--- src/rtl/instr_fetch_ctrl_pkg.sv ---
// Shared types for the instruction fetch controller: FSM states, queue entry
// layout and the address-legality rule used when deciding whether to push.
package fetch_pkg;

  typedef enum logic [1:0] {
    ST_IDLE   = 2'd0,
    ST_FETCH  = 2'd1,
    ST_HALTED = 2'd2,
    ST_FAULT  = 2'd3
  } fetch_state_e;

  typedef struct packed {
    logic [15:0] pc;
    logic [15:0] instr;
  } fetch_entry_t;

  localparam logic [15:0] PC_STEP = 16'd4;

  // Word-aligned and the whole 4-byte word inside memory; sum kept 17 bits so
  // addresses near 16'hFFFF cannot wrap into the legal range.
  function automatic logic addr_legal(input logic [15:0] pc, input int unsigned mem_size);
    logic [16:0] last;
    last = {1'b0, pc} + 17'd3;
    return (pc[1:0] == 2'b00) && ({15'd0, last} < 32'(mem_size));
  endfunction

endpackage

--- src/rtl/instr_fetch_ctrl_if.sv ---
// Fetch-side buses: combinational ROM port and the instruction output handshake.
interface instr_fetch_ctrl_if;

  logic [15:0] imem_addr;
  logic [15:0] imem_instr;
  logic        out_valid;
  logic [15:0] out_instr;
  logic [15:0] out_pc;
  logic        out_ready;

  modport master (
    output imem_addr,
    input  imem_instr,
    output out_valid,
    output out_instr,
    output out_pc,
    input  out_ready
  );

  modport slave (
    input  imem_addr,
    output imem_instr,
    input  out_valid,
    input  out_instr,
    input  out_pc,
    output out_ready
  );

endinterface

--- src/rtl/instr_fetch_ctrl_queue.sv ---
// Circular prefetch FIFO of {pc, instr} entries. Flush wins over push/pop;
// push into a full queue is accepted only when the head leaves the same cycle.
module fetch_queue
  import fetch_pkg::*;
#(
  parameter int DEPTH = 2
) (
  input  logic         clk,
  input  logic         rst,
  input  logic         flush,
  input  logic         push,
  input  logic         pop,
  input  fetch_entry_t wdata,
  output fetch_entry_t rdata,
  output logic         full,
  output logic         empty
);

  localparam int PW = (DEPTH > 1) ? $clog2(DEPTH) : 1;
  localparam logic [PW:0]   FULL_CNT = (PW + 1)'(DEPTH);
  localparam logic [PW:0]   CNT_ONE  = (PW + 1)'(1);
  localparam logic [PW-1:0] PTR_ONE  = PW'(1);

  fetch_entry_t    mem_q [DEPTH];
  logic [PW-1:0]   wr_ptr_q, wr_ptr_d;
  logic [PW-1:0]   rd_ptr_q, rd_ptr_d;
  logic [PW:0]     count_q, count_d;
  logic            do_push, do_pop;

  assign empty   = (count_q == '0);
  assign full    = (count_q == FULL_CNT);
  assign rdata   = mem_q[rd_ptr_q];
  assign do_pop  = pop && !empty && !flush;
  assign do_push = push && (!full || do_pop) && !flush;

  always_comb begin
    wr_ptr_d = wr_ptr_q;
    rd_ptr_d = rd_ptr_q;
    count_d  = count_q;
    if (flush) begin
      wr_ptr_d = '0;
      rd_ptr_d = '0;
      count_d  = '0;
    end else begin
      if (do_push) wr_ptr_d = wr_ptr_q + PTR_ONE;
      if (do_pop)  rd_ptr_d = rd_ptr_q + PTR_ONE;
      unique case ({do_push, do_pop})
        2'b10:   count_d = count_q + CNT_ONE;
        2'b01:   count_d = count_q - CNT_ONE;
        default: count_d = count_q;
      endcase
    end
  end

  always_ff @(posedge clk or posedge rst) begin
    if (rst) begin
      wr_ptr_q <= '0;
      rd_ptr_q <= '0;
      count_q  <= '0;
    end else begin
      wr_ptr_q <= wr_ptr_d;
      rd_ptr_q <= rd_ptr_d;
      count_q  <= count_d;
    end
  end

  // Storage is data only; occupancy is tracked by the control registers above.
  always_ff @(posedge clk) begin
    if (do_push) mem_q[wr_ptr_q] <= wdata;
  end

endmodule

--- src/rtl/instr_fetch_ctrl.sv ---
// Instruction fetch controller: walks a combinational ROM four bytes at a time
// into a small prefetch queue, with halt, redirect and bad-address fault handling.
module instr_fetch_ctrl
  import fetch_pkg::*;
#(
  parameter int unsigned MEM_SIZE = 1024,
  parameter int          DEPTH    = 2,
  parameter logic [15:0] RESET_PC = 16'h0000
) (
  input  logic                 clk,
  input  logic                 reset,
  input  logic                 start,
  input  logic                 halt,
  input  logic                 redirect,
  input  logic [15:0]          redirect_pc,
  instr_fetch_ctrl_if.master   bus,
  output logic                 fault,
  output logic [15:0]          fault_pc,
  output logic                 busy
);

  fetch_state_e state_q, state_d;
  logic [15:0]  fetch_pc_q, fetch_pc_d;
  logic [15:0]  fault_pc_q, fault_pc_d;
  fetch_entry_t last_q, last_d;

  logic         q_flush, q_push, q_pop, q_full, q_empty;
  logic         pc_legal, head_pop;
  fetch_entry_t head, new_entry;

  assign pc_legal  = addr_legal(fetch_pc_q, MEM_SIZE);
  assign head_pop  = !q_empty && bus.out_ready;
  assign new_entry = '{pc: fetch_pc_q, instr: bus.imem_instr};

  fetch_queue #(.DEPTH(DEPTH)) u_queue (
    .clk   (clk),
    .rst   (reset),
    .flush (q_flush),
    .push  (q_push),
    .pop   (q_pop),
    .wdata (new_entry),
    .rdata (head),
    .full  (q_full),
    .empty (q_empty)
  );

  // Priority inside FETCH/FAULT: halt, then redirect, then normal push/pop.
  always_comb begin
    state_d    = state_q;
    fetch_pc_d = fetch_pc_q;
    fault_pc_d = fault_pc_q;
    q_flush    = 1'b0;
    q_push     = 1'b0;
    q_pop      = 1'b0;
    unique case (state_q)
      ST_IDLE, ST_HALTED: begin
        if (start) begin
          state_d    = ST_FETCH;
          fetch_pc_d = RESET_PC;
          q_flush    = 1'b1;
        end
      end
      ST_FETCH, ST_FAULT: begin
        if (halt) begin
          state_d = ST_HALTED;
          q_flush = 1'b1;
        end else if (redirect) begin
          state_d    = ST_FETCH;
          fetch_pc_d = redirect_pc;
          q_flush    = 1'b1;
        end else if (state_q == ST_FETCH) begin
          q_pop = head_pop;
          if (pc_legal) begin
            if (!q_full || head_pop) begin
              q_push     = 1'b1;
              fetch_pc_d = fetch_pc_q + PC_STEP;
            end
          end else if (q_empty) begin
            // Only fault once everything fetched before the bad address is gone.
            state_d    = ST_FAULT;
            fault_pc_d = fetch_pc_q;
          end
        end
      end
      default: state_d = ST_IDLE;
    endcase
  end

  // Remembers the most recent head so the outputs hold steady while empty.
  assign last_d = q_empty ? last_q : head;

  always_ff @(posedge clk or posedge reset) begin
    if (reset) begin
      state_q    <= ST_IDLE;
      fetch_pc_q <= RESET_PC;
      fault_pc_q <= '0;
      last_q     <= '0;
    end else begin
      state_q    <= state_d;
      fetch_pc_q <= fetch_pc_d;
      fault_pc_q <= fault_pc_d;
      last_q     <= last_d;
    end
  end

  assign bus.imem_addr = fetch_pc_q;
  assign bus.out_valid = !q_empty;
  assign bus.out_pc    = q_empty ? last_q.pc    : head.pc;
  assign bus.out_instr = q_empty ? last_q.instr : head.instr;
  assign fault         = (state_q == ST_FAULT);
  assign fault_pc      = fault_pc_q;
  assign busy          = (state_q == ST_FETCH);

endmodule

--- src/flat_wrapper.sv ---
// flat-port wrapper written by rule: the top's interface ports become plain ports
module instr_fetch_ctrl_flat import fetch_pkg::*;
#(
  parameter int unsigned MEM_SIZE = 1024,
  parameter int          DEPTH    = 2,
  parameter logic [15:0] RESET_PC = 16'h0000
)
  (clk, reset, start, halt, redirect, redirect_pc, fault, fault_pc, busy, bus_imem_addr, bus_imem_instr, bus_out_valid, bus_out_instr, bus_out_pc, bus_out_ready);
  instr_fetch_ctrl_if bus_i ();
  input  logic clk;
  input  logic reset;
  input  logic start;
  input  logic halt;
  input  logic redirect;
  input  logic [15:0] redirect_pc;
  output logic fault;
  output logic [15:0] fault_pc;
  output logic busy;
  output wire logic [$bits(bus_i.imem_addr)-1:0] bus_imem_addr;
  input wire logic [$bits(bus_i.imem_instr)-1:0] bus_imem_instr;
  output wire logic [$bits(bus_i.out_valid)-1:0] bus_out_valid;
  output wire logic [$bits(bus_i.out_instr)-1:0] bus_out_instr;
  output wire logic [$bits(bus_i.out_pc)-1:0] bus_out_pc;
  input wire logic [$bits(bus_i.out_ready)-1:0] bus_out_ready;
  assign bus_imem_addr = bus_i.imem_addr;
  assign bus_i.imem_instr = bus_imem_instr;
  assign bus_out_valid = bus_i.out_valid;
  assign bus_out_instr = bus_i.out_instr;
  assign bus_out_pc = bus_i.out_pc;
  assign bus_i.out_ready = bus_out_ready;
  instr_fetch_ctrl #(.MEM_SIZE(MEM_SIZE), .DEPTH(DEPTH), .RESET_PC(RESET_PC)) u_core (.clk(clk), .reset(reset), .start(start), .halt(halt), .redirect(redirect), .redirect_pc(redirect_pc), .bus(bus_i), .fault(fault), .fault_pc(fault_pc), .busy(busy));
endmodule
--- config.mk ---
export PLATFORM = sky130hd
export DESIGN_NAME = instr_fetch_ctrl_flat
export DESIGN_NICKNAME = d
export VERILOG_FILES = /design/src/rtl/instr_fetch_ctrl_pkg.sv /design/src/rtl/instr_fetch_ctrl_if.sv /design/src/rtl/instr_fetch_ctrl_queue.sv /design/src/rtl/instr_fetch_ctrl.sv /design/src/flat_wrapper.sv
export SDC_FILE = /design/constraint.sdc
export NUM_CORES = 1
export LEC_CHECK = 0
export CAP_MARGIN = 20
export CORE_MARGIN = 2
export CORE_UTILIZATION = 56
export CTS_CLUSTER_DIAMETER = 200
export DETAILED_ROUTE_END_ITERATION = 12
export PLACE_DENSITY_LB_ADDON = 0.25
export SETUP_SLACK_MARGIN = 0.2
export SYNTH_ARGS = -nofsm -noshare
export SYNTH_HDL_FRONTEND = slang
export SYNTH_SLANG_ARGS = --single-unit
--- constraint.sdc ---
create_clock -name clk -period 6.09 [get_ports clk]
set_input_delay 1.218 -clock clk [delete_from_list [all_inputs] [get_ports clk]]
set_output_delay 1.218 -clock clk [all_outputs]
set_load 0.02 [all_outputs]
After elaboration in Yosys (flattened, before gate mapping)

Memories as Yosys holds them, arrays and structs flattened.
Index checks and enable logic that the tools add are counted.
W data, S select, Z words.

Add/sub/neg operators: 6
Magnitude comparators: 1
Eq/ne operators: 14
Muxes and demuxes: 38
Bitwise logic cells: 3
Reduce and logical (&&, ||, !) cells: 22

Operator list:

| cell                    | number |
|---|---|
| $mux W16                | 8 |
| $pmux W16 S2            | 1 |
| $mux W1                 | 19 |
| $add A16 B2 Y17 const B | 1 |
| $lt A17 B11 Y1 const B  | 1 |
| $add A16 B3 Y16 const B | 1 |
| $mux W2                 | 7 |
| $eq A2 B2 Y1 const B    | 4 |
| $ne A4 B4 Y1 const B    | 2 |
| $pmux W2 S2             | 2 |
| $logic_and A1 B1 Y1     | 6 |
| $logic_not A2 Y1        | 3 |
| $ne A3 B2 Y1 const B    | 2 |
| $reduce_and A6 Y1       | 1 |
| $reduce_and A5 Y1       | 1 |
| $eq A2 B1 Y1 const B    | 2 |
| $ne A2 B2 Y1 const B    | 2 |
| $ne A4 B3 Y1 const B    | 1 |
| $reduce_and A4 Y1       | 1 |
| $reduce_bool A2 Y1      | 2 |
| $reduce_or A2 Y1        | 2 |
| $logic_not A1 Y1        | 3 |
| $ne A3 B3 Y1 const B    | 1 |
| $not A1 Y1              | 3 |
| 6 further kinds         | 8 |

Register bits after elaboration: 70
RAM bits: 64
Output and inout port bits: 67
Word-level logic and storage cells: 93
Memories kept: 1

Memories:

| memory               | depth | bits a word | rd ports | clocked after Yosys merged registers in | wr ports | line                         | source |
|---|---|---|---|---|---|---|---|
| u_core.u_queue.mem_q | 2     | 32          | 1        | 0                                       | 1        | instr_fetch_ctrl_queue.sv:24 | `fetch_entry_t mem_q [DEPTH];` |

Longest topological paths before layout

Gate-level depths: netlist (run 1).

Depth after elaboration: 15
Gate-level depth with buffers: 9
Mapped depth without buffers: 8

Modules after synthesis

Synthesis (run 1) repeated with hierarchy kept, for this count alone.

Cells, all modules: 360
Area, all modules: 5464.0 sq um

By module, submodules not included:

| module           | instances | cells an instance | area each (sq um) | sequential area each (sq um) |
|---|---|---|---|---|
| instr_fetch_ctrl | 1         | 230               | 2902.8            | 1651.6 |
| fetch_queue      | 1         | 130               | 2561.2            | 2021.9 |

Worst setup path before layout (run 1)

Ideal clock, no wire load.

Path kind: input -> register
Start point: input port redirect
End point: memory u_core.u_queue.mem_q[0][0] (netlist name) (enable)
Library setup time: 0.421 ns
Arrival time: 3.229 ns
Data required time: 5.669 ns
Setup slack: 2.440 ns
Cell stages on the path: 3
Cells stage by stage: nor4b_1 nand4b_1 nor2_1

Longest elaborated chain between the ends: 10
Elaborated cells on any way between the ends: 17
Those cells by class: 11 x mux; 6 x reduce/logical

Ends and longest elaborated chain:

| element                                                        | line                                                       | source |
|---|---|---|
| start: declaration                                             | flat_wrapper.sv:14                                         | `input logic redirect;` |
| $mux W1                                                        | instr_fetch_ctrl.sv:67                                     | `end else if (redirect) begin` |
| $mux W1                                                        | instr_fetch_ctrl.sv:64                                     | `if (halt) begin` |
| $pmux W1 S2 / $mux W1 (equally long branches)                  | instr_fetch_ctrl.sv:55                                     | `unique case (state_q)` |
| $logic_not A1 Y1 / $logic_and A1 B1 Y1 (equally long branches) | instr_fetch_ctrl_queue.sv:33, instr_fetch_ctrl_queue.sv:34 |  |
| $logic_and A1 B1 Y1                                            | instr_fetch_ctrl_queue.sv:33                               | `assign do_pop = pop && !empty && !flush;` |
| $logic_or A1 B1 Y1                                             | instr_fetch_ctrl_queue.sv:34                               | `assign do_push = push && (!full \|\| do_pop) && !flush;` |
| $logic_and A1 B1 Y1                                            | instr_fetch_ctrl_queue.sv:34                               |  |
| $logic_and A1 B1 Y1 (*)                                        | instr_fetch_ctrl_queue.sv:34                               |  |
| $mux W1 (*)                                                    | instr_fetch_ctrl_queue.sv:69                               | `if (do_push) mem_q[wr_ptr_q] <= wdata;` |
| $mux W1 (not written as such) (*)                              | instr_fetch_ctrl_queue.sv:69                               |  |
| end: declaration                                               | instr_fetch_ctrl_queue.sv:24                               |  |

Every way passes the cells marked *; elsewhere a longest branch is shown, timed or not.

Worst setup path in the final report (run 1)

Start point: register u_core.u_queue.count_q[0]
End point: output port bus_out_pc[15]

Longest elaborated chain between the ends: 2

Ends and longest elaborated chain:

| element                  | line                         | source |
|---|---|---|
| start: declaration       | instr_fetch_ctrl_queue.sv:27 | `logic [PW:0] count_q, count_d;` |
| start signal: assignment | instr_fetch_ctrl_queue.sv:63 | `count_q <= count_d;` |
| $logic_not A2 Y1         | instr_fetch_ctrl_queue.sv:30 | `assign empty = (count_q == '0);` |
| $mux W16                 | instr_fetch_ctrl.sv:108      | `assign bus.out_pc = q_empty ? last_q.pc : head.pc;` |
| end: declaration         | flat_wrapper.sv:23           | `output wire logic [$bits(bus_i.out_pc)-1:0] bus_out_pc;` |

No other way between the ends.

==> results of run 1 <==
-- routing by layer --
layer / wire length, µm / vias up
met5: 0 / -
li1: - / 1685
met1: 4850 / 1799
met4: 220 / 0
met2: 6210 / 150
met3: 732 / 18
-- Yosys cell counts, types with 2 or more instances --
cell | count | area share (%)
dfrtp_1 | 70 | 32
edfxtp_1 | 64 | 35
nand2_1 | 49 | 3.4
mux2i_1 | 35 | 6.4
o21ai_1 | 20 | 1.8
o21ai_0 | 18 | 1.7
nor2_1 | 17 | 1.2
clkbuf_1 | 14 | 0.97
mux2_4 | 10 | 2.8
inv_1 | 8 | 0.55
mux2_1 | 7 | 1.5
nand3_1 | 6 | 0.55
a21oi_1 | 5 | 0.46
a22o_1 | 5 | 0.81
nand2b_1 | 5 | 0.58
a211oi_1 | 4 | 0.55
o211ai_1 | 4 | 0.55
o221ai_1 | 4 | 0.64
a22oi_1 | 3 | 0.41
and2_1 | 3 | 0.35
and3_1 | 3 | 0.35
buf_1 | 3 | 0.21
nor3_1 | 3 | 0.28
o22ai_1 | 3 | 0.35
xnor2_1 | 3 | 0.48
buf_6 | 2 | 0.41
ha_1 | 2 | 0.46
nand4_1 | 2 | 0.23
nor2b_1 | 2 | 0.23
nor3b_1 | 2 | 0.28
nor4_1 | 2 | 0.23
o31ai_1 | 2 | 0.28
or3_1 | 2 | 0.23
-- placed cells by master, fill, tap and decap left out, types with 5 or more instances in the layout --
cell             count
clkdlybuf4s50_1    104
dfrtp_1             69
edfxtp_1            64
nand2_1             49
mux2i_1             35
o21ai_1             20
o21ai_0             18
clkbuf_16           16
nor2_1              14
mux2_4              10
inv_1                7
mux2_1               7
nand3_1              6
a22o_1               5
nand2b_1             5
a21oi_1              5
-- power groups by stage --
stage               Sequential [µW]  Combinational, µW  Clock (µW)
finish                         1260                839        1050
global route                   1280                897        1110
CTS                            1260                846        1060
detailed placement             1270                837           0
global placement               1260                820           0
floorplan                      1300                375           0
-- path summary, 6_finish.rpt --
path | from | end | slack (ns) | depth (start not counted)
max in group asynchronous | reset | u_core.u_queue.rd_ptr_q | 4.15 | 3
max reg2reg | u_core.state_q[0] | u_core.u_queue.mem_q[1][9] | 3.37 | 3
min in group asynchronous | reset | u_core.last_q[28] | 1.30 | 3
min reg2reg | u_core.fault_pc[2] | u_core.fault_pc[2] | 0.49 | 1
max | u_core.u_queue.count_q[0] | bus_out_pc[15] | 2.01 | 5
min | u_core.fault_pc[2] | u_core.fault_pc[2] | 0.49 | 1
-- kinds of logic (layout without fill, tap and decap cells) --
family	count (synthesis)	after routing
buffers and inverters	29	148
muxes	52	52
AOI/OAI and AO/OA	76	76
DFF	134	134
and+or+nand+nor	105	105
adders and majority gates	2	2
xor gates and xnor gates	4	4
-- per-stage QoR --
stage          setup slack [ns]  std cells
2_1_floorplan              2.44        402
3_3_place_gp               2.27        618
3_5_place_dp               2.10        618
4_1_cts                    1.95        650
5_1_grt                    1.79        650
6_report                   2.01        650
-- sequential cells by signal (all words and copies together), names as in the netlist --
register / count
u_core.last_q: 32
u_core.u_queue.rd_ptr_q: 1
u_core.u_queue.wr_ptr_q: 1
u_core.fault_pc: 16
u_core.bus.imem_addr: 16
u_core.state_q: 2
u_core.u_queue.mem_q: 64
u_core.u_queue.count_q: 2
-- layout make-up --
type | count | area share (%)
Sequential cell | 134 | 51.0
Multi-Input combinational cell | 239 | 23.0
Timing Repair Buffer | 107 | 14.7
Clock buffer | 18 | 5.79
Clock inverter | 14 | 2.78
Tap cell | 129 | 2.24
Inverter | 9 | 0.468
==> qor.csv, run 1 <==
stage;metric;value;unit
run_status;status;finished clean;
cts;Clock Tree Buf Depth;2;
timing;RSZ-0062 raised after global routing;no;
die;Die ar.;10500;µm²
timing;final hold violation count;0;
worst_setup_path;crit end category;primary output;
cts;cts bufs inserted;17;
timing;Worst slew margin;32.9;%
die;number of placement rows;35;
worst_setup_path;Arr. time, crit path;2.86;ns
routing;DR WL/cell;18.5;µm
timing;final setup vio count;0;
global_routing;number of antenna violations at the first check in global routing;0;
timing;Setup TNS;0;ns
worst_setup_path;CP cell instances;nor2_4, buf_4, nand2_1, o21ai_0, clkdlybuf4s50_1;
synthesis;Async SR Flop Fraction;52.2;%
power_and_ir_drop;Net Switching;960;µW
die;I/O pin total;105;
power_and_ir_drop;Logic pwr share;26.6;%
worst_setup_path;crit-path max FO;43;
worst_setup_path;Critical Path Max Stage Delay;0.68;ns
worst_setup_path;CP delay by family, top;buffers and inverters;
synthesis;post-synthesis cell count;402;
power_and_ir_drop;sw frac;30.4;%
global_routing;largest net degree at the start of global routing;71;
cts;hold buffer count at cts;0;
final_layout;fillers;578;
synthesis;Synth Flop Type;dfrtp_1;
synthesis;multiplexer share of the synthesized area;10.7;%
final_layout;post-route cell area;7210;µm²
synthesis;warnings from Yosys;0;
worst_setup_path;CP Launch Type;flip-flop;
synthesis;Post-synth EDFFs;64;
final_layout;final core utilization;77.3;%
synthesis;Adder-Cell Fraction of Synth Area;0.460;%
global_routing;GR Layer Usage met2;40.1;%
die;Initial Util;58.3;%
final_layout;share of layout cells above drive strength 1;10.2;%
routing;DRC Markers;0;
worst_setup_path;Slowest cell on crit path;clkdlybuf4s50_1;
cts;clk_lat worst skew;0.51;ns
global_routing;grt ovf;0;
routing;DRT iter0 DRCs;249;
power_and_ir_drop;peak supply drop;0.000294;V
routing;drt via density;5.62;
final_layout;FF+latch area;3670;µm²
power_and_ir_drop;total power;3160;µW
synthesis;Synthesized Nets;442;
place;I/O Buffers;104;
synthesis;mapped cell area;5440;µm²
synthesis;register area share after synthesis;67.6;%
final_layout;Synth-to-Final Area Change;32.7;%
timing;minimum clock period;4.08;ns
global_routing;Top Usage Layer GRT;met2;
timing;Slew Viols, Final;0;
final_layout;area of the multi-input gates;1660;µm²
routing;via count;3652;
place;dpl cell area;6590;µm²
die;Die Wd;103;µm
routing;antenna-violating nets left;0;
min_path;Worst Hold Class;flip-flop to flip-flop;
power_and_ir_drop;Flop pwr share;40.0;%
cts;H-tree depth;4;
global_routing;met3 usage;6.92;%
timing;highest clock rate;0.245;GHz
synthesis;post-synthesis xor/xnor area fraction;0.644;%
cts;post_cts resized;0;
timing;final hold slack;0.492;ns
synthesis;flops & latches, synth;134;
synthesis;Synth Area in Compound Gates;8.86;%
global_routing;met1 Use GR;31.0;%
cts;CTS clk-pin slew, worst paths;0.06;ns
power_and_ir_drop;Leak Pwr;0.00277;µW
power_and_ir_drop;power density over the cells;437;nW/µm²
synthesis;synth unique cells;53;
routing;total wire length;12000;µm
routing;Initial DRT Pass Iterations;5;
global_routing;GRT Total Usage;24.3;%
synthesis;Post-Synth Simple-Gate Area;9.51;%
place;HPWL Detailed;7440;µm
worst_setup_path;Critical Path RT;4.87;ns
place;GPL Wtd Cong;0.894;
final_layout;ANT cells;0;
job;max_cap viols;0;
power_and_ir_drop;Pint;2190;µW
cts;CTS tree;done;
timing;Worst Max-Slew Pin Slew;1.01;ns
global_routing;number of global-route vias before repair;3764;
cts;clock tree sinks;134;
die;die height;103;µm
worst_setup_path;WP buf/inv;2;
cts;Root Buffer;clkbuf_8;
global_routing;first-pass GRT wire length;18800;µm
worst_setup_path;worst setup path class;flip-flop to primary output;
timing;Max Clock Skew;0.00760;ns
cts;post-CTS setup buffer count;0;
synthesis;largest family of logic cells by synthesized area;multiplexers;
power_and_ir_drop;Clock Power Share;33.4;%
synthesis;syn_area_per_cell;13.5;µm²
final_layout;Net count, final;548;
timing;fin crit share;66.9;%
die;total core area;9330;µm²
Power figures use the tool's default switching activity.
==> inputs of run 2 (changes only) <==
--- a/config.mk
+++ b/config.mk
@@ -7,7 +7,7 @@
 export LEC_CHECK = 0
 export CAP_MARGIN = 20
 export CORE_MARGIN = 2
-export CORE_UTILIZATION = 56
+export CORE_UTILIZATION = 52
 export CTS_CLUSTER_DIAMETER = 200
 export DETAILED_ROUTE_END_ITERATION = 12
 export PLACE_DENSITY_LB_ADDON = 0.25
==> constraint.sdc (replaced) <==
create_clock -name clk -period 4 [get_ports clk]
set_input_delay 0.8 -clock clk [delete_from_list [all_inputs] [get_ports clk]]
set_output_delay 0.8 -clock clk [all_outputs]
set_load 0.02 [all_outputs]
==> qor.csv, run 2 (synthesized netlist as in run 1, its figures left out) <==
stage;metric;value;unit
worst_setup_path;Critical Path RT;3.20;ns
worst_setup_path;Reg-to-Reg Start;u_core.state_q[0];
cts;cts bufs inserted;17;
place;I/O Buffers;104;
final_layout;Largest register FFs;64;
global_routing;number of antenna violations at the first check in global routing;0;
cts;CTS clk-pin slew, worst paths;0.06;ns
power_and_ir_drop;Leak Pwr;0.00281;µW
cts;H-tree depth;4;
cts;clock tree sinks;134;
die;die height;106;µm
final_layout;most common cell after layout, fill and taps aside;clkdlybuf4s50_1;
global_routing;GRT Total Usage;22.1;%
final_layout;fillers;702;
worst_setup_path;crit end category;primary output;
place;pre-CTS setup slack;0.773;ns
final_layout;Reg with most FFs;u_core.u_queue.mem_q;
timing;Slew Viols, Final;0;
timing;Worst slew margin;34.4;%
global_routing;largest net degree at the start of global routing;37;
die;total core area;10200;µm²
cts;hold buffer count at cts;0;
timing;highest clock rate;0.284;GHz
place;GPL Wtd Cong;0.843;
power_and_ir_drop;power density over the cells;659;nW/µm²
worst_setup_path;Worst Setup SP;u_core.u_queue.rd_ptr_q;
power_and_ir_drop;peak supply drop;0.000448;V
die;Initial Util;53.1;%
timing;RSZ-0062 raised after global routing;no;
die;number of placement rows;37;
routing;Initial DRT Pass Iterations;5;
routing;DRC Markers;0;
run_status;status;finished clean;
place;dpl cells;630;
final_layout;share of layout cells above drive strength 1;11.2;%
final_layout;ANT cells;0;
min_path;hold_sp;u_core.fault_pc[1];
final_layout;post-route insts no fill;662;
final_layout;area of the multi-input gates;1660;µm²
worst_setup_path;crit-path max FO;24;
routing;antenna-violating nets left;0;
die;Die ar.;11300;µm²
cts;CTS tree;done;
worst_setup_path;Slowest cell on crit path;dfrtp_2;
cts;post_cts resized;0;
worst_setup_path;Critical Path Max Stage Delay;0.84;ns
cts;Root Buffer;clkbuf_8;
worst_setup_path;worst setup path class;flip-flop to primary output;
worst_setup_path;R2R depth;4;
power_and_ir_drop;total power;4800;µW
timing;Setup TNS;0;ns
cts;clk_lat worst skew;0.51;ns
die;Die Wd;106;µm
routing;via count;3629;
worst_setup_path;RR Endpoint;u_core.u_queue.mem_q[0][20];
final_layout;Net count, final;553;
final_layout;Synth-to-Final Area Change;33.9;%
worst_setup_path;CP Launch Type;flip-flop;
place;HPWL Detailed;8070;µm
cts;Clock Tree Buf Depth;2;
timing;final hold violation count;0;
timing;fin crit share;87.9;%
worst_setup_path;Arr. time, crit path;2.72;ns
worst_setup_path;R2R setup slack;1.49;ns
worst_setup_path;CP cell instances;buf_4, mux2i_1, o21ai_0, clkdlybuf4s50_1;
job;max_cap viols;0;
die;I/O pin total;105;
routing;drt via density;5.48;
routing;DRT iter0 DRCs;254;
final_layout;most frequent cells in the layout;clkdlybuf4s50_1 (104), dfrtp_1 (69), edfxtp_1 (64), nand2_1 (49), mux2i_1 (35);
timing;Max Clock Skew;0.0100;ns
timing;minimum clock period;3.52;ns
global_routing;number of global-route vias before repair;3695;
timing;final setup vio count;0;
global_routing;grt ovf;0;
cts;post-CTS setup buffer count;0;
final_layout;biggest regs;u_core.u_queue.mem_q x64, u_core.last_q x32;
routing;DR WL/cell;18.1;µm
timing;Worst Max-Slew Pin Slew;0.980;ns
final_layout;FF+latch area;3670;µm²
min_path;Worst Hold Class;flip-flop to flip-flop;
routing;total wire length;12000;µm
timing;post-route setup slack;0.483;ns
worst_setup_path;CP Capture Point;bus_out_instr[3];
global_routing;first-pass GRT wire length;18900;µm
-- run 2: changes by cell type in the layout (fill, tap and decap cells not counted), sizes merged --
cell / change
buf: +5
bufinv: -1
clkinv: -2
clkinvlp: -1
inv: +4
-- run 2: power by group --
part | total, µW | internal (µW) | leakage (µW) | switching, µW
sequential | 1920 | 1710 | 0.00151 | 207
clock | 1600 | 985 | 0.000297 | 616
combinational | 1280 | 616 | 0.000996 | 663
-- run 2: final cells by class --
cell class | count | area share (%)
Sequential cell | 134 | 50.5
Multi-Input combinational cell | 239 | 22.8
Timing Repair Buffer | 112 | 15.5
Clock buffer | 18 | 5.88
Clock inverter | 14 | 2.59
Tap cell | 136 | 2.34
Inverter | 9 | 0.464
-- run 2: worst min-delay path by stage --
stage | endpoint | slack [ns] | cells after the start
global placement | u_core.fault_pc[4] | 0.47 | 1
detailed placement | u_core.fault_pc[4] | 0.48 | 1
floorplan | u_core.u_queue.wr_ptr_q | 0.46 | 1
global route | u_core.fault_pc[6] | 0.51 | 1
finish | u_core.fault_pc[1] | 0.49 | 1
CTS | u_core.fault_pc[1] | 0.49 | 1
-- run 2: worst max-delay path: cells and delay by family, from the launching register on --
family / cells / cell delay (ns)
AO/OA/AOI/OAI: 1 / 0.26
buffers and inverters: 2 / 1.00
multiplexers: 1 / 0.11
flip-flops: 1 / 0.84
-- run 2: metal layers --
metal	wire (µm)	track usage, %	share of wire [%]
met5	0	0	0
met4	238	7.61	2.0
met3	738	6.68	6.1
met2	5910	35.9	49
met1	5120	28.4	43
-- run 2: through the flow --
| step | util, % | area [µm²] | hold slack (ns) |
|---|---|---|---|
| detailed placement | 65.1 | 6670 | 0.478 |
| floorplan | - | 5440 | 0.462 |
| CTS | 71.2 | 7280 | 0.495 |
| finish | 71.2 | 7280 | 0.487 |
| global placement | 65.1 | 6670 | 0.471 |
| global route | 71.2 | 7280 | 0.509 |
==> inputs of run 3 (changes only) <==
--- a/config.mk
+++ b/config.mk
@@ -10,7 +10,8 @@
 export CORE_UTILIZATION = 52
 export CTS_CLUSTER_DIAMETER = 200
 export DETAILED_ROUTE_END_ITERATION = 12
-export PLACE_DENSITY_LB_ADDON = 0.25
+export PLACE_DENSITY = 0.82
+export RECOVER_POWER = 25
 export SETUP_SLACK_MARGIN = 0.2
 export SYNTH_ARGS = -nofsm -noshare
 export SYNTH_HDL_FRONTEND = slang
==> qor.csv, run 3 (synthesized netlist as in run 1, its figures left out) <==
stage;metric;value;unit
worst_setup_path;crit end category;primary output;
die;die height;106;µm
timing;final setup vio count;0;
power_and_ir_drop;Leak Pwr;0.00280;µW
worst_setup_path;CP Launch Type;flip-flop;
worst_setup_path;crit-path max FO;30;
timing;fin crit share;86.3;%
global_routing;number of global-route vias before repair;3881;
final_layout;Synth-to-Final Area Change;33.5;%
final_layout;biggest regs;u_core.u_queue.mem_q x64, u_core.last_q x32;
min_path;hold depth;2;
final_layout;fillers;672;
routing;Initial DRT Pass Iterations;5;
power_and_ir_drop;power density over the cells;661;nW/µm²
timing;RSZ-0062 raised after global routing;no;
run_status;violated checks;capacitance limit, slew limit;
worst_setup_path;Arr. time, crit path;2.65;ns
run_status;status;finished with violations;
worst_setup_path;CP delay by family, top;flip-flops;
die;Initial Util;53.1;%
cts;clock tree sinks;134;
global_routing;GRT Total Usage;22.8;%
final_layout;most common cell after layout, fill and taps aside;clkdlybuf4s50_1;
final_layout;Net count, final;552;
routing;via count;3692;
cts;CTS clk-pin slew, worst paths;0.06;ns
worst_setup_path;WP buf/inv;2;
worst_setup_path;Slowest cell on crit path;dfrtp_2;
final_layout;Reg with most FFs;u_core.u_queue.mem_q;
timing;final hold violation count;0;
cts;Clock Tree Buf Depth;2;
place;GPL Wtd Cong;0.860;
cts;H-tree depth;4;
worst_setup_path;Critical Path RT;3.20;ns
place;dpl cells;629;
die;I/O pin total;105;
die;Die Wd;106;µm
final_layout;ANT cells;0;
worst_setup_path;R2R depth;4;
routing;antenna-violating nets left;0;
worst_setup_path;worst setup path class;flip-flop to primary output;
timing;Max Clock Skew;0.00818;ns
timing;minimum clock period;3.45;ns
cts;post_cts resized;0;
worst_setup_path;CP cell instances;buf_4, mux2i_1, o21ai_1, clkdlybuf4s50_1;
routing;DRT iter0 DRCs;295;
routing;DR WL/cell;18.2;µm
timing;highest clock rate;0.290;GHz
cts;hold buffer count at cts;0;
place;HPWL Detailed;7720;µm
global_routing;largest net degree at the start of global routing;65;
cts;cts bufs inserted;17;
cts;CTS tree;done;
power_and_ir_drop;peak supply drop;0.000337;V
worst_setup_path;Stages on worst setup path;4;
final_layout;post-route insts no fill;661;
place;I/O Buffers;104;
routing;drt via density;5.59;
global_routing;grt ovf;0;
timing;Worst slew margin;-11.0;%
cts;post-CTS setup buffer count;0;
worst_setup_path;Critical Path Max Stage Delay;0.97;ns
final_layout;Largest register FFs;64;
timing;Worst Max-Slew Pin Slew;1.67;ns
routing;DRC Markers;0;
die;total core area;10200;µm²
die;Die ar.;11300;µm²
timing;Setup TNS;0;ns
global_routing;number of antenna violations at the first check in global routing;0;
final_layout;share of layout cells above drive strength 1;10.5;%
final_layout;most frequent cells in the layout;clkdlybuf4s50_1 (86), dfrtp_1 (69), edfxtp_1 (64), nand2_1 (49), mux2i_1 (35);
min_path;Worst Hold Class;flip-flop to flip-flop;
routing;total wire length;12000;µm
timing;Slew Viols, Final;40;
cts;Root Buffer;clkbuf_8;
job;max_cap viols;1;
global_routing;first-pass GRT wire length;19600;µm
cts;clk_lat worst skew;0.52;ns
die;number of placement rows;37;
## run 3: cell count changes in the layout (fill, tap and decap cells not counted), sizes merged
cell,delta
bufinv,+1
buf,-1
dlygate4sd3,+18
clkinv,+1
clkbuf,+2
inv,-6
clkdlybuf4s50,-18
clkinvlp,+2
## run 3: worst min-delay path: stages (launching register included)
cell and delay (ns):
dfrtp_1 0.32, nand2_1 0.04, o21ai_1 0.08
## run 3: final cells by class
cell class                      count  area [µm²]  share of cell area (%)
Clock inverter                     12         178                    2.45
Sequential cell                   134        3670                    50.6
Multi-Input combinational cell    239        1660                    22.9
Timing Repair Buffer              111        1110                    15.2
Tap cell                          136         170                    2.34
Clock buffer                       20         435                    6.00
Inverter                            9        33.8                   0.465
## run 3: where the power goes
group / switching (µW) / internal (µW) / leakage [µW] / total, µW
registers: 214 / 1710 / 0.00151 / 1930
clock network: 568 / 1030 / 0.000287 / 1600
logic: 663 / 611 / 0.000995 / 1270
## run 3: final timing paths
path                                          from                         end  slack, ns
hold reg to reg                  u_core.last_q[12]           u_core.last_q[12]       0.49
hold / removal                   u_core.last_q[12]           u_core.last_q[12]       0.49
setup reg to reg                 u_core.state_q[0]  u_core.u_queue.mem_q[0][4]       1.50
min in group asynchronous                    reset            u_core.last_q[0]       1.24
setup / recovery           u_core.u_queue.rd_ptr_q           bus_out_instr[15]       0.55
max in group asynchronous                    reset           u_core.last_q[21]       1.78
## run 3: metal layers
layer	track usage, %	vias up	wire length [µm]	part of all wire [%]
met4	7.52	0	122	1.0
met2	37.4	147	6060	50
li1	-	1693	-	-
met1	29.0	1834	5050	42
met3	7.17	18	778	6.5
met5	0	-	0	0
## run 3: through the flow
stage	hold WS (ns)	total power (µW)	cell area (µm²)	setup slack (ns)	util [%]
final	0.493	4790	7260	0.546	70.9
after global routing	0.513	5000	7260	0.398	70.9
after CTS	0.497	4830	7260	0.496	70.9
after detailed placement	0.480	3220	6650	0.760	65.0
after global placement	0.472	3180	6650	0.885	65.0
after floorplan	0.462	2560	5440	0.768	-
==> patch: new RTL, settings of run 3 <==
Make the reset (`reset` and `rst`) synchronous in 2 clocked blocks.
--- a/src/rtl/instr_fetch_ctrl_queue.sv
+++ b/src/rtl/instr_fetch_ctrl_queue.sv
@@ -54,3 +54,3 @@
 
-  always_ff @(posedge clk or posedge rst) begin
+  always_ff @(posedge clk) begin
     if (rst) begin
--- a/src/rtl/instr_fetch_ctrl.sv
+++ b/src/rtl/instr_fetch_ctrl.sv
@@ -91,3 +91,3 @@
 
-  always_ff @(posedge clk or posedge reset) begin
+  always_ff @(posedge clk) begin
     if (reset) begin
Function: differs if reset is asserted again (counterexample within 4 cycles, from zero or initial values and one cycle with reset high); with reset held inactive, the same outputs for 4 cycles.
==> patch against run 3 <==
Core utilization is essentially flat. Routed wire length down 4.8%. Worst setup slack gained 38 ps. Die area down 1.7%. Synthesized area is 1.7% lower. Sequential cell count up 1. Count of clock-buffer cells in the layout is 1 higher. Final area is 3.5% lower. Maximum frequency rose by 1.1%. Critical path type unchanged. Critical endpoint is now bus_out_pc[7].
Power is not compared: it rests on default switching activity, and its combinational part moved more than twofold at a synthesized area within 25%.
==> patch: results (changes against run 3) <==
stage,metric,value,unit,change
run_status,status,"complete, no violations",,"was complete, but fails checks"
setup_path,critical_path_arrival,2620,ps,was 2650 ps
setup_path,r2r.worst_path.cells,5,,was 4
cells_and_area,multi_input_gates,290,,was 239
global_route,track_usage,21.45,%,was 22.82%
cells_and_area,nClkBuffers,21,,was 20
place,dpl.cell_count,674,,was 629
route,drtPass1Iterations,4,,was 5
setup_path,r2r-start,u_core.state_q[0],,unchanged
setup_path,regToRegSetupSlack,1120,ps,was 1500 ps
route,wl_met2,5616,um,was 6058 um
route,drtIter0Drc,212,,was 295
cells_and_area,seqCellArea,3344,um^2,was 3675 um^2
synth,synth_area_leaders,"edfxtp_1, dfxtp_1, mux2i_1, nor2b_1, o21ai_0",,"was edfxtp_1, dfrtp_1, mux2i_1, nand2_1, mux2_4"
place,place_congestion,0.8323,,was 0.8598
synth,ys_seq_area_share,62.59,%,was 67.57%
cells_and_area,inv_count,5,,was 9
global_route,grt_pass1_wl,18440,um,was 19560 um
setup_path,crit_path_top_delay_cell,dfxtp_2,,was dfrtp_2
setup_path,worstReg2RegEnd,u_core.u_queue.mem_q[0][26],,was u_core.u_queue.mem_q[0][4]
synth,synthTopCellsByCount,"dfxtp_1, edfxtp_1, mux2i_1",,"was dfrtp_1, edfxtp_1, nand2_1"
place,dp_hpwl,7222,um,was 7721 um
synth,syn_nets,500,,was 442
synth,synthAdderAreaFrac,0.4685,%,was 0.4603%
cells_and_area,clk_share,7.325,%,was 8.447%
synth,synth_compound_area_share,8.737,%,was 8.861%
timing,clock_skew,8.900,ps,was 8.176 ps
synth,synth_cell_types,44,,was 53
## patch: power breakdown
part           switching [mW]  total (mW)  internal (mW)
clock                   0.537        1.35          0.811
combinational          0.0890       0.164         0.0755
sequential             0.0209        1.48           1.46
## patch: per-stage QoR
| stage | cell area, um^2 | utilization [%] |
|---|---|---|
| 6_report | 7003 | 70.99 |
| 5_1_grt | 7003 | 70.99 |
| 4_1_cts | 7003 | 70.99 |
| 3_5_place_dp | 6490 | 65.79 |
| 3_3_place_gp | 6490 | 65.79 |
| 2_1_floorplan | 5341 | - |
## patch: worst max-delay path by stage
stage              start  cells past startpoint                     endpoint
3_5_place_dp    redirect                      6   u_core.u_queue.mem_q[0][9]
3_3_place_gp    redirect                      6  u_core.u_queue.mem_q[1][10]
4_1_cts        flip-flop                      4                bus_out_pc[6]
6_report       flip-flop                      4                bus_out_pc[7]
2_1_floorplan   redirect                      5   u_core.u_queue.mem_q[0][0]
5_1_grt        flip-flop                      4                bus_out_pc[7]
